**config.mk**
```make
export PLATFORM = sky130hd
export DESIGN_NAME = alu_mc
export DESIGN_NICKNAME = d
export VERILOG_FILES = /design/src/rtl/alu_mc_pkg.sv /design/src/rtl/alu_mc_iter.sv /design/src/rtl/alu_mc.sv
export SDC_FILE = /design/constraint.sdc
export NUM_CORES = 1
export LEC_CHECK = 0
export ABC_CLOCK_PERIOD_IN_PS = 4800
export CAP_MARGIN = 5
export CORE_AREA = 2 2 142 144
export CTS_BUF_LIST = sky130_fd_sc_hd__clkbuf_8 sky130_fd_sc_hd__clkbuf_16
export CTS_CLUSTER_DIAMETER = 80
export DETAILED_ROUTE_END_ITERATION = 7
export DIE_AREA = 0 0 144 146
export SKIP_CTS_REPAIR_TIMING = 1
export SLEW_MARGIN = 10
export SYNTH_ARGS = -nofsm -noshare
export SYNTH_HDL_FRONTEND = slang
export SYNTH_HIERARCHICAL = 1
export SYNTH_SLANG_ARGS = --single-unit
```
**constraint.sdc**
```tcl
create_clock -name clk -period 4.8 [get_ports clk]
set_clock_uncertainty 0.1 [all_clocks]
set_input_delay 0.72 -clock clk [delete_from_list [all_inputs] [get_ports clk]]
set_output_delay 0.72 -clock clk [all_outputs]
set_load 0.01 [all_outputs]
```
**src/rtl/alu_mc_pkg.sv**
```systemverilog
// Shared opcodes, FSM state encoding and small helpers for the multi-cycle ALU.
// Imported by alu_mc and alu_mc_iter.
package alu_mc_pkg;

    localparam logic [3:0] ALU_ADD  = 4'h0;
    localparam logic [3:0] ALU_SUB  = 4'h1;
    localparam logic [3:0] ALU_AND  = 4'h2;
    localparam logic [3:0] ALU_OR   = 4'h3;
    localparam logic [3:0] ALU_XOR  = 4'h4;
    localparam logic [3:0] ALU_NOT  = 4'h5;
    localparam logic [3:0] ALU_INC  = 4'h6;
    localparam logic [3:0] ALU_DEC  = 4'h7;
    localparam logic [3:0] ALU_RL   = 4'h8;
    localparam logic [3:0] ALU_RR   = 4'h9;
    localparam logic [3:0] ALU_RLC  = 4'hA;
    localparam logic [3:0] ALU_RRC  = 4'hB;
    localparam logic [3:0] ALU_SWAP = 4'hC;
    localparam logic [3:0] ALU_MUL  = 4'hD;
    localparam logic [3:0] ALU_DIV  = 4'hE;
    localparam logic [3:0] ALU_RSVD = 4'hF;

    typedef enum logic [1:0] {
        ST_IDLE = 2'd0,
        ST_MUL  = 2'd1,
        ST_DIV  = 2'd2
    } state_e;

    // Divide by zero never iterates; it finishes like a single-cycle op.
    function automatic logic is_iter_op(input logic [3:0] op, input logic divisor_zero);
        return (op == ALU_MUL) || ((op == ALU_DIV) && !divisor_zero);
    endfunction

endpackage

```
**src/rtl/alu_mc_iter.sv**
```systemverilog
// Shared W-step shift datapath: LSB-first shift-add multiply or restoring divide.
// hi_o/lo_o show the value after the current step; last_o marks the final step.
module alu_mc_iter
    import alu_mc_pkg::*;
#(
    parameter int WIDTH = 8
) (
    input  logic             clk,
    input  logic             rst,
    input  logic             load_i,
    input  logic             mul_mode_i,
    input  logic [WIDTH-1:0] a_i,
    input  logic [WIDTH-1:0] b_i,
    output logic             last_o,
    output logic [WIDTH-1:0] hi_o,
    output logic [WIDTH-1:0] lo_o
);

    localparam int CW = $clog2(WIDTH);

    logic [WIDTH-1:0] acc_q, acc_d;
    logic [WIDTH-1:0] sh_q, sh_d;
    logic [WIDTH-1:0] b_q;
    logic [CW-1:0]    cnt_q;
    logic             run_q;
    logic [WIDTH:0]   sum;
    logic [WIDTH:0]   trial;
    logic [WIDTH:0]   diff;

    always_comb begin
        sum   = {1'b0, acc_q} + (sh_q[0] ? {1'b0, b_q} : '0);
        trial = {acc_q, sh_q[WIDTH-1]};
        diff  = trial - {1'b0, b_q};
        acc_d = acc_q;
        sh_d  = sh_q;
        if (mul_mode_i) begin
            acc_d = sum[WIDTH:1];
            sh_d  = {sum[0], sh_q[WIDTH-1:1]};
        end else begin
            // diff[WIDTH] set means the trial subtraction borrowed: restore.
            acc_d = diff[WIDTH] ? trial[WIDTH-1:0] : diff[WIDTH-1:0];
            sh_d  = {sh_q[WIDTH-2:0], ~diff[WIDTH]};
        end
    end

    assign last_o = run_q && (cnt_q == CW'(WIDTH - 1));
    assign hi_o   = acc_d;
    assign lo_o   = sh_d;

    always_ff @(posedge clk or posedge rst) begin
        if (rst) begin
            acc_q <= '0;
            sh_q  <= '0;
            b_q   <= '0;
            cnt_q <= '0;
            run_q <= 1'b0;
        end else if (load_i) begin
            acc_q <= '0;
            sh_q  <= a_i;
            b_q   <= b_i;
            cnt_q <= '0;
            run_q <= 1'b1;
        end else if (run_q) begin
            acc_q <= acc_d;
            sh_q  <= sh_d;
            cnt_q <= cnt_q + CW'(1);
            if (last_o) begin
                run_q <= 1'b0;
            end
        end
    end

endmodule

```
**src/rtl/alu_mc.sv**
```systemverilog
// Multi-cycle ALU: single-cycle logic/arith ops plus iterative MUL and DIV behind
// a start/done handshake; results and flags are registered and held.
module alu_mc
    import alu_mc_pkg::*;
#(
    parameter int WIDTH = 8
) (
    input  logic             clk,
    input  logic             rst,
    input  logic             start,
    output logic             ready,
    output logic             busy,
    output logic             done,
    input  logic [3:0]       op,
    input  logic [WIDTH-1:0] op1,
    input  logic [WIDTH-1:0] op2,
    input  logic             cpu_carry,
    output logic [WIDTH-1:0] result_l,
    output logic [WIDTH-1:0] result_h,
    output logic             carry,
    output logic             zero,
    output logic             sign,
    output logic             div_err,
    output logic [1:0]       dbg_state
);

    // Handshake: a request is taken on any rising edge where start && ready;
    // done pulses for exactly the cycle in which result/flag registers changed.
    state_e           state_q;
    logic [3:0]       op_q;
    logic [WIDTH-1:0] a_q, b_q;
    logic             cin_q;
    logic             pend_q;
    logic             load_q;
    logic             done_q;
    logic [WIDTH-1:0] result_l_q, result_h_q;
    logic             carry_q, zero_q, sign_q, div_err_q;

    logic             accept;
    logic             it_last;
    logic [WIDTH-1:0] it_hi, it_lo;
    logic [WIDTH-1:0] al_l, al_h;
    logic             al_c, al_z, al_s, al_e;
    logic [WIDTH:0]   add_w;

    assign accept = start && (state_q == ST_IDLE);

    alu_mc_iter #(.WIDTH(WIDTH)) u_iter (
        .clk        (clk),
        .rst        (rst),
        .load_i     (load_q),
        .mul_mode_i (state_q == ST_MUL),
        .a_i        (a_q),
        .b_i        (b_q),
        .last_o     (it_last),
        .hi_o       (it_hi),
        .lo_o       (it_lo)
    );

    always_comb begin
        al_l  = '0;
        al_h  = '0;
        al_c  = 1'b0;
        al_z  = 1'b0;
        al_s  = 1'b0;
        al_e  = 1'b0;
        add_w = '0;
        case (op_q)
            ALU_ADD: begin
                add_w = {1'b0, a_q} + {1'b0, b_q} + {{WIDTH{1'b0}}, cin_q};
                al_c  = add_w[WIDTH];
                al_l  = add_w[WIDTH-1:0];
                al_z  = (al_l == '0);
            end
            ALU_SUB: begin
                if (a_q >= b_q) begin
                    al_l = a_q - b_q;
                end else begin
                    al_l = b_q - a_q;
                    al_s = 1'b1;
                end
                al_z = (a_q == b_q);
            end
            ALU_AND: begin al_l = a_q & b_q; al_z = (al_l == '0); end
            ALU_OR:  begin al_l = a_q | b_q; al_z = (al_l == '0); end
            ALU_XOR: begin al_l = a_q ^ b_q; al_z = (al_l == '0); end
            ALU_NOT: begin al_l = ~a_q;      al_z = (al_l == '0); end
            ALU_INC: begin
                al_l = a_q + WIDTH'(1);
                al_c = &a_q;
                al_z = &a_q;
            end
            ALU_DEC: begin
                if (a_q == '0) begin
                    al_l = WIDTH'(1);
                    al_s = 1'b1;
                end else begin
                    al_l = a_q - WIDTH'(1);
                end
                al_z = (a_q == WIDTH'(1));
            end
            ALU_RL:  begin al_l = {a_q[WIDTH-2:0], a_q[WIDTH-1]}; al_z = (a_q == '0); end
            ALU_RR:  begin al_l = {a_q[0], a_q[WIDTH-1:1]};       al_z = (a_q == '0); end
            ALU_RLC: begin
                al_l = {a_q[WIDTH-2:0], cin_q};
                al_c = a_q[WIDTH-1];
                al_z = (al_l == '0);
            end
            ALU_RRC: begin
                al_l = {cin_q, a_q[WIDTH-1:1]};
                al_c = a_q[0];
                al_z = (al_l == '0);
            end
            ALU_SWAP: begin
                al_l = {a_q[WIDTH/2-1:0], a_q[WIDTH-1:WIDTH/2]};
                al_z = (a_q == '0);
            end
            // Only the divide-by-zero case of DIV reaches the single-cycle path.
            ALU_DIV: begin
                al_e = 1'b1;
                al_l = '1;
                al_h = a_q;
            end
            default: ;
        endcase
    end

    always_ff @(posedge clk or posedge rst) begin
        if (rst) begin
            state_q    <= ST_IDLE;
            op_q       <= '0;
            a_q        <= '0;
            b_q        <= '0;
            cin_q      <= 1'b0;
            pend_q     <= 1'b0;
            load_q     <= 1'b0;
            done_q     <= 1'b0;
            result_l_q <= '0;
            result_h_q <= '0;
            carry_q    <= 1'b0;
            zero_q     <= 1'b0;
            sign_q     <= 1'b0;
            div_err_q  <= 1'b0;
        end else begin
            done_q <= 1'b0;
            pend_q <= 1'b0;
            load_q <= 1'b0;
            if (accept) begin
                op_q  <= op;
                a_q   <= op1;
                b_q   <= op2;
                cin_q <= cpu_carry;
                if (is_iter_op(op, op2 == '0)) begin
                    state_q <= (op == ALU_MUL) ? ST_MUL : ST_DIV;
                    load_q  <= 1'b1;
                end else begin
                    pend_q <= 1'b1;
                end
            end
            if (pend_q) begin
                result_l_q <= al_l;
                result_h_q <= al_h;
                carry_q    <= al_c;
                zero_q     <= al_z;
                sign_q     <= al_s;
                div_err_q  <= al_e;
                done_q     <= 1'b1;
            end
            if (it_last) begin
                result_l_q <= it_lo;
                result_h_q <= it_hi;
                carry_q    <= 1'b0;
                sign_q     <= 1'b0;
                div_err_q  <= 1'b0;
                zero_q     <= (state_q == ST_MUL) ? ({it_hi, it_lo} == '0) : (it_lo == '0);
                done_q     <= 1'b1;
                state_q    <= ST_IDLE;
            end
        end
    end

    assign ready     = (state_q == ST_IDLE);
    assign busy      = ~ready;
    assign done      = done_q;
    assign result_l  = result_l_q;
    assign result_h  = result_h_q;
    assign carry     = carry_q;
    assign zero      = zero_q;
    assign sign      = sign_q;
    assign div_err   = div_err_q;
    assign dbg_state = state_q;

endmodule
```
* Yosys cells after proc, flatten, opt, wreduce, memory -nomap -nowiden
Index checks and enable logic that the tools add are counted.
Word-level totals: flip-flop bits (word level) 74, output and inout port bits 25, input port bits 24
Operators by class: add/subtract/negate cells 9, magnitude comparators 1, equality and inequality tests 19, reductions and logical operators 25, bitwise operators 6, mux-type cells 46
Operators by type and width (count):
- $mux 8 | 15
- $pmux 8 s14 | 1
- $logic_not 8->1 | 10
- $eq 4x4->1 const B | 8
- $mux 1 | 21
- $eq 4x3->1 const B | 4
- $logic_not 16->1 | 1
- $sub 8x8->8 | 2
- $pmux 1 s11 | 1
- $add 8x8->9 | 1
- $add 8x9->9 | 1
- $add 9x1->9 | 1
- $sub 9x8->9 | 1
- $add 8x1->8 const B | 1
- $and 8x8->8 | 1
- $eq 4x2->1 const B | 2
- $eq 8x1->1 const B | 1
- $eq 8x8->1 | 1
- $ge 8x8->1 | 1
- $mux 2 | 4
- $not 8->8 | 1
- $or 8x8->8 | 1
- $reduce_and 8->1 | 1
- $reduce_bool 2->1 | 4
- other kinds (17) | 21

* Depth between registers and ports, before layout
Gate-level depths: netlist (run 1).
word-level depth 7, mapped depth 15, depth with buffers taken out 14

* By module
The synthesis (run 1) kept the hierarchy.
By module, submodules not included:
- alu_mc | sequential area each 1151.1 um^2, area an instance 4560.6 um^2, instances 1, cells an instance 574
- alu_mc_iter | sequential area each 700.7 um^2, area an instance 2175.8 um^2, instances 1, cells an instance 241

* Least setup slack after synthesis (run 1)
OpenSTA, ideal clock, no wires.
path kind reg2reg, from reg u_iter.sh_q[7], to reg zero_q, in the netlist zero, period minus slack after synthesis 3.347 ns, arrival 3.137 ns, cell stages (with the launch flop) 15, setup time 0.110 ns, path slack 1.453 ns, path through dfrtp_1 -> inv_1 -> ha_1 -> inv_1 -> fa_1 -> a211o_1 -> a211o_2 -> o211ai_2 -> buf_6 -> mux2_2 -> o21a_1 -> or4_1 -> o21ai_0 -> a222oi_1 -> o41ai_1
On the way: word-level cells in the longest chain between the ends 6, elaborated cells between the ends (all ways) 9, those cells by class add/sub (1); mux (5); bitwise (1); reduce/logical (2)
Ends and longest elaborated chain:
- start: declaration | RTL line alu_mc_iter.sv:22 | logic [WIDTH-1:0] sh_q, sh_d;
- start signal: assignment | RTL line alu_mc_iter.sv:59 | sh_q <= a_i;
- $sub 9x8->9 | RTL line alu_mc_iter.sv:33 | diff = trial - {1'b0, b_q};
- $mux 8 | RTL line alu_mc_iter.sv:41 | acc_d = diff[WIDTH] ? trial[WIDTH-1:0] : diff[WIDTH-1:0];
- $mux 8 | RTL line alu_mc_iter.sv:36 | if (mul_mode_i) begin
- net it_hi[1] | RTL line alu_mc.sv:41 | logic [WIDTH-1:0] it_hi, it_lo;
- $logic_not 16->1 | RTL line alu_mc.sv:175 | zero_q <= (state_q == ST_MUL) ? ({it_hi, it_lo} == '0) : (it_lo == '0);
- $mux 1 | RTL line alu_mc.sv:175
- $mux 1 | RTL line alu_mc.sv:169 | if (it_last) begin
- end signal: assignment | RTL line alu_mc.sv:164 | zero_q <= al_z;
- end signal: assignment | RTL line alu_mc.sv:175
- end: declaration | RTL line alu_mc.sv:37 | logic carry_q, zero_q, sign_q, div_err_q;
The timed path passes the listed nets, and every way through them passes these cells. A chain may end at the register's enable or synchronous reset.

* Final worst setup path (run 1)
Ends and elaborated chain as after synthesis.

==> results of run 1 <==
## final timing paths
| path | start | endpoint | slack [ns] | cells after the start |
|---|---|---|---|---|
| min in group asynchronous | rst | u_iter/cnt_q[0]$_DFFE_PP0P_ | 0.69 | 3 |
| worst max register to register | u_iter/sh_q[7]$_DFFE_PP0P_ | zero$_DFFE_PP0P_ | 1.08 | 13 |
| worst min register to register | u_iter/cnt_q[1]$_DFFE_PP0P_ | u_iter/cnt_q[1]$_DFFE_PP0P_ | 0.43 | 2 |
| max in group asynchronous | rst | b_q[1]$_DFFE_PP0P_ | 3.12 | 2 |
| worst min-delay path | u_iter/cnt_q[1]$_DFFE_PP0P_ | u_iter/cnt_q[1]$_DFFE_PP0P_ | 0.43 | 2 |
| worst max-delay path | u_iter/sh_q[7]$_DFFE_PP0P_ | zero$_DFFE_PP0P_ | 1.08 | 13 |
## cell families (layout without fill, tap and decap cells)
group | after synthesis | after routing | share of synthesized area, %
buffers and inverters | 97 | 125 | 6.91
AOI/OAI and AO/OA | 241 | 241 | 23.7
other | 0 | 1 | 0
muxes | 36 | 36 | 5.68
and+or+nand+nor | 285 | 285 | 21.5
adders and majority gates | 61 | 61 | 12.0
DFF | 74 | 74 | 27.5
xor gates and xnor gates | 21 | 21 | 2.73
## metrics by stage
stage	utilization, %	cell area, µm²
2_1_floorplan	-	6740
3_5_place_dp	38.1	7370
6_report	39.7	7680
5_1_grt	39.7	7670
4_1_cts	39.7	7670
3_3_place_gp	38.1	7370
## critical path, delay by kind of cell (launching register included)
kind	cells	cell delay [ns]
buffers and inverters	2	0.12
flip-flops	1	0.40
AND/OR/NAND/NOR	2	0.66
adder cells (fa/ha/maj)	2	0.55
AO/OA/AOI/OAI	7	1.77
## registers in the layout (all words and copies together) (netlist names), 2 cells and up
register      count
op_q              4
u_iter/b_q        8
b_q               8
dbg_state         2
result_l          8
a_q               8
u_iter/sh_q       8
u_iter/acc_q      8
u_iter/cnt_q      3
result_h          8
## final cells by class
| type | count | area share, % |
|---|---|---|
| Multi-Input combinational cell | 644 | 57.6 |
| Inverter | 45 | 2.20 |
| Clock buffer | 10 | 3.11 |
| Antenna cell | 1 | 0.0326 |
| Tap cell | 265 | 4.32 |
| Timing Repair Buffer | 64 | 7.82 |
| Sequential cell | 74 | 24.1 |
| Clock inverter | 6 | 0.831 |
## Yosys cell counts, types with 10 or more instances
master    number  area [µm²]
clkbuf_1      37         139
a22oi_1       16         120
nor4_1        11        68.8
o21ai_0       81         405
nand2b_1      11        68.8
dfrtp_1       74        1850
a221oi_1      10        87.6
a21oi_1       35         175
nor2_1        46         173
inv_1         44         165
a211oi_1      12        90.1
and2_1        13        81.3
mux2i_1       21         210
nor2b_1       11        68.8
nand2_1       99         372
nor3_1        24         120
mux2_2        14         158
ha_1          55         688
xnor2_1       13         114
## metal layers
layer / vias to the layer above / wire length, µm / GRT usage [%]
li1: 3000 / - / -
met1: 3006 / 10100 / 29.8
met2: 261 / 10000 / 32.5
met3: 42 / 1600 / 4.64
met4: 0 / 613 / 7.06
met5: - / 0 / 0
==> results.md, run 1 <==
* Syn_nets at 900
* Initial DRC Count at 700
* CTS Buffer Depth at 2
* Final net count at around 900
* Layout area overhead at 14.0%
* DRT Wirelength at 22.3 mm
* Vias in the first global route at 5925
* First-pass iteration count of the detailed router at 5
* Distinct cells, synth at 87
* Setup violators final at 0
* #FFs+latches synth at 74
* Filler cell count in the final layout at 2005
* Mapped Area at 6740 µm²
* Min Hold Slack at 0.434 ns
* Most frequent cells in the layout: nand2_1 (99), o21ai_0 (81), dfrtp_1 (74)
* Clk_lat worst skew at around 0.35 ns
* Max stage delay cell, worst path: or4_1
* Post-synth EDFFs at 0
* Non-Filler Instances at 1109
* Core Footprint at 19300 µm²
* Fraction of registers with async set/reset at 100%
* Largest net degree at the start of global routing at 47
* CTS sink count at 74
* Area occupied by multi-input gates at 4420 µm²
* Crit Path Class: flop to flop
* Setup ws final at 1.08 ns
* Syn avg cell area at 8.27 µm²
* Final Hold Fails at 0
* CP cell instances: inv_1, ha_1, inv_1, fa_1, a211o_1, a211oi_2, o211ai_2, a221oi_1, nor2_1, or4_1, o21ai_0, a222oi_1, o41ai_1
* Unrepaired setup endpoints after global routing: no
* DRC viols at 0
* Slew Viols, Final at 0
* CTS H-tree lvls at 3
* Chip Width at 144 µm
* Initial antenna violation count at 1
* Cells after Synth at around 820
* DP Worst Slack at 1.12 ns
* Min-Delay Path Class: flop to flop
* CTS tree: built
* Die height at 146 µm
* CP startpoint kind: flop
* Avg WL per Cell at slightly above 20 µm
* Clock-pin slew of the registers on the worst-case setup and hold paths at 0.06 ns
* Part of the Yosys area used for sequential elements at 27.5%
* Ports at 49
* Primary FF master, synth: dfrtp_1
* Num CTS Buffers at 9
* Final total negative setup slack at 0 ns
* Max_cap viols at 0
* Num rows at 51
* First-pass GRT wire length at 34.1 mm
* Initial Util at 34.8%
* CP endpoint kind: flop
* Root Buffer: clkbuf_16
* CP peak stage delay at 0.55 ns
* Remaining Overflow, GRT at 0
* Total number of vias at 6309
* Rel. slew slack at 27.3%
* Number of I/O port buffers at 48
* Layout cells sized above 1 at 8.54%
* Routed Antenna Nets at 0
* Die Area at about 21000 µm²
* Final Cycle Share at 77.5%
* Routability cong. at a little under 1
* Tmin final at around 3.7 ns
* Register area at 1850 µm²
* Worst EP arrival at 3.84 ns
* Inst Count DP at 1092
* Hpwl dp at 16.8 mm
* Outcome: finished, final reports clean
* Synth warn at 6
* Crit path max fanout at 13
* CP required at between 4 and 5 ns
* Most common cell after layout, fill and taps aside: nand2_1
* Max Clock Freq at 269 MHz
* Worst-Margin Slew at 1.09 ns
* CP dominant cell by count: inv_1
* Vias per std cell at 5.69
* GR Util All Layers at 21.3%
Power of run 1 is left out: the tool's default activity adds up to more than one toggle a clock period on the data nets, which glitch-free logic cannot reach.
==> run 2, diff against run 1 <==
- ABC_CLOCK_PERIOD_IN_PS: 4800 -> 3750
- clock period: 4.8 -> 3.75 ns (I/O delays scaled with it)
==> run 2 against run 1 <==
Non-clock buffer count up 19. Worst hold slack worse by 0.0061 ns. Core utilization up 0.77 points. Sequential cell count unchanged.
==> results.md, run 2 (synthesis gave the netlist of run 1 again) <==
* Outcome: finished, final reports clean
* Die height at 146 µm (unchanged)
* GR Util All Layers at 22.5% (+1.2 points)
* Routed Antenna Nets at 0 (unchanged)
* CP endpoint kind: flop
* Hold_sp: div_err$_DFFE_PP0P_
* CTS H-tree lvls at 3 (unchanged)
* Vias per std cell at 5.76 (+1.2%)
* DRC viols at 0 (unchanged)
* Remaining Overflow, GRT at 0 (unchanged)
* Max Clock Freq at 278 MHz (+3.4%)
* Most frequent cells in the layout: nand2_1 (99), o21ai_0 (80), dfrtp_1 (74)
* Hpwl dp at 17.6 mm (+5.1%)
* Setup violators final at 0 (unchanged)
* Rel. slew slack at 25.7% (-1.6 points)
* Clock-pin slew of the registers on the worst-case setup and hold paths at 0.06 ns (about the same)
* Core Footprint at 19300 µm² (unchanged)
* First-pass GRT wire length at 36.1 mm (+5.9%)
* Largest net degree at the start of global routing at 47 (unchanged)
* CP required at 3.88 ns (-1.04 ns)
* Reg2reg start: u_iter/sh_q[7]$_DFFE_PP0P_
* CTS tree: built
* Min-Delay Path Class: flop to flop
* Num rows at 51 (unchanged)
* Root Buffer: clkbuf_16
* Initial Util at 34.8% (unchanged)
* Total number of vias at 6487 (+2.8%)
* Max_cap viols at 0 (unchanged)
* Avg WL per Cell at 20.8 µm (+3.1%)
* Hold depth at 2 (unchanged)
* Final Cycle Share at 95.9% (+18 points)
* Tmin final at 3.60 ns (-0.123 ns)
* CP startpoint kind: flop
* Register-to-Register Path Depth at 15 (+2)
* Reg2reg end: zero$_DFFE_PP0P_
* Layout area overhead at 16.2%
* Final Hold Fails at 0 (unchanged)
* CTS Buffer Depth at 2 (unchanged)
* Filler cell count in the final layout at 2002 (-0.15%)
* Layout cells sized above 1 at 10.6% (+2.0 points)
* Final net count at 942 (+2.1%)
* Worst Hold Path EP: div_err$_DFFE_PP0P_
* Crit path max fanout at 7 (-6)
* Routability cong. at 0.954 (-2.4%)
* Slew Viols, Final at 0 (unchanged)
* Num CTS Buffers at 9 (unchanged)
* Worst setup startpoint: u_iter/sh_q[7]$_DFFE_PP0P_
* Chip Width at 144 µm (unchanged)
* Initial DRC Count at 724 (+3.4%)
* Min Hold Slack at 0.427 ns (-0.00614 ns)
* Most common cell after layout, fill and taps aside: nand2_1
* DRT Wirelength at 23.4 mm (+4.8%)
* Crit Path Class: flop to flop
* Vias in the first global route at 6317 (+6.6%)
* First-pass iteration count of the detailed router at 6 (+1)
* Ports at 49 (unchanged)
* Worst EP arrival at 3.72 ns (-0.12 ns)
* Initial antenna violation count at 0 (-1)
* Unrepaired setup endpoints after global routing: no
* N_diodes at 0 (-1)
* Worst-Margin Slew at 1.11 ns (+0.0177 ns)
* Die Area at 21000 µm² (unchanged)
* CTS sink count at 74 (unchanged)
* Clk_lat worst skew at 0.35 ns (about the same)
* Worst R2R Setup Slack at 0.15 ns (-0.93 ns)
* Number of I/O port buffers at 48 (unchanged)
* Final total negative setup slack at 0 ns (unchanged)
[run 2: worst max path at each step]
stage,end,slack [ns]
after detailed placement,zero$_DFFE_PP0P_,0.09
after global routing,zero$_DFFE_PP0P_,0.03
after floorplan,zero$_DFFE_PP0P_,0.40
after CTS,zero$_DFFE_PP0P_,0.07
after global placement,zero$_DFFE_PP0P_,0.23
final,zero$_DFFE_PP0P_,0.15
[run 2: area by class of cell]
type	count	area, µm²	area share [%]
Clock buffer	11	253	3.23
Clock inverter	5	53.8	0.687
Inverter	45	169	2.16
Multi-Input combinational cell	644	4420	56.5
Sequential cell	74	1850	23.7
Tap cell	265	332	4.24
Timing Repair Buffer	83	743	9.50
[run 2: through the flow]
| step | cell area [µm²] | instances | setup WS, ns | utilization, % |
|---|---|---|---|---|
| after CTS | 7820 | 1127 | 0.0656 | 40.5 |
| after global placement | 7510 | 1111 | 0.232 | 38.9 |
| after floorplan | 6740 | 815 | 0.403 | - |
| after detailed placement | 7510 | 1111 | 0.0914 | 38.9 |
| after global routing | 7830 | 1127 | 0.0293 | 40.5 |
| final | 7830 | 1127 | 0.154 | 40.5 |
[run 2: worst max-delay path: stages (launching register included)]
cell and delay (ns):
dfrtp_1 0.41, inv_1 0.07, ha_1 0.15, inv_1 0.05
fa_1 0.40, a211o_1 0.34, a211oi_2 0.22, o211ai_2 0.21
buf_4 0.22, and2_2 0.18, o21ai_1 0.16, nand2_1 0.10
or4_1 0.47, o21ai_1 0.21, a222oi_1 0.09, o41ai_1 0.09
[run 2: metal layers]
layer  vias to the layer above  GRT usage (%)  wire length [µm]
met4                         0           8.92               830
met3                        46           3.95              1490
li1                       3032              -                 -
met1                      3123           30.1             10200
met5                         -              0                 0
met2                       286           36.0             10800
Power of run 2 is left out for the same reason.
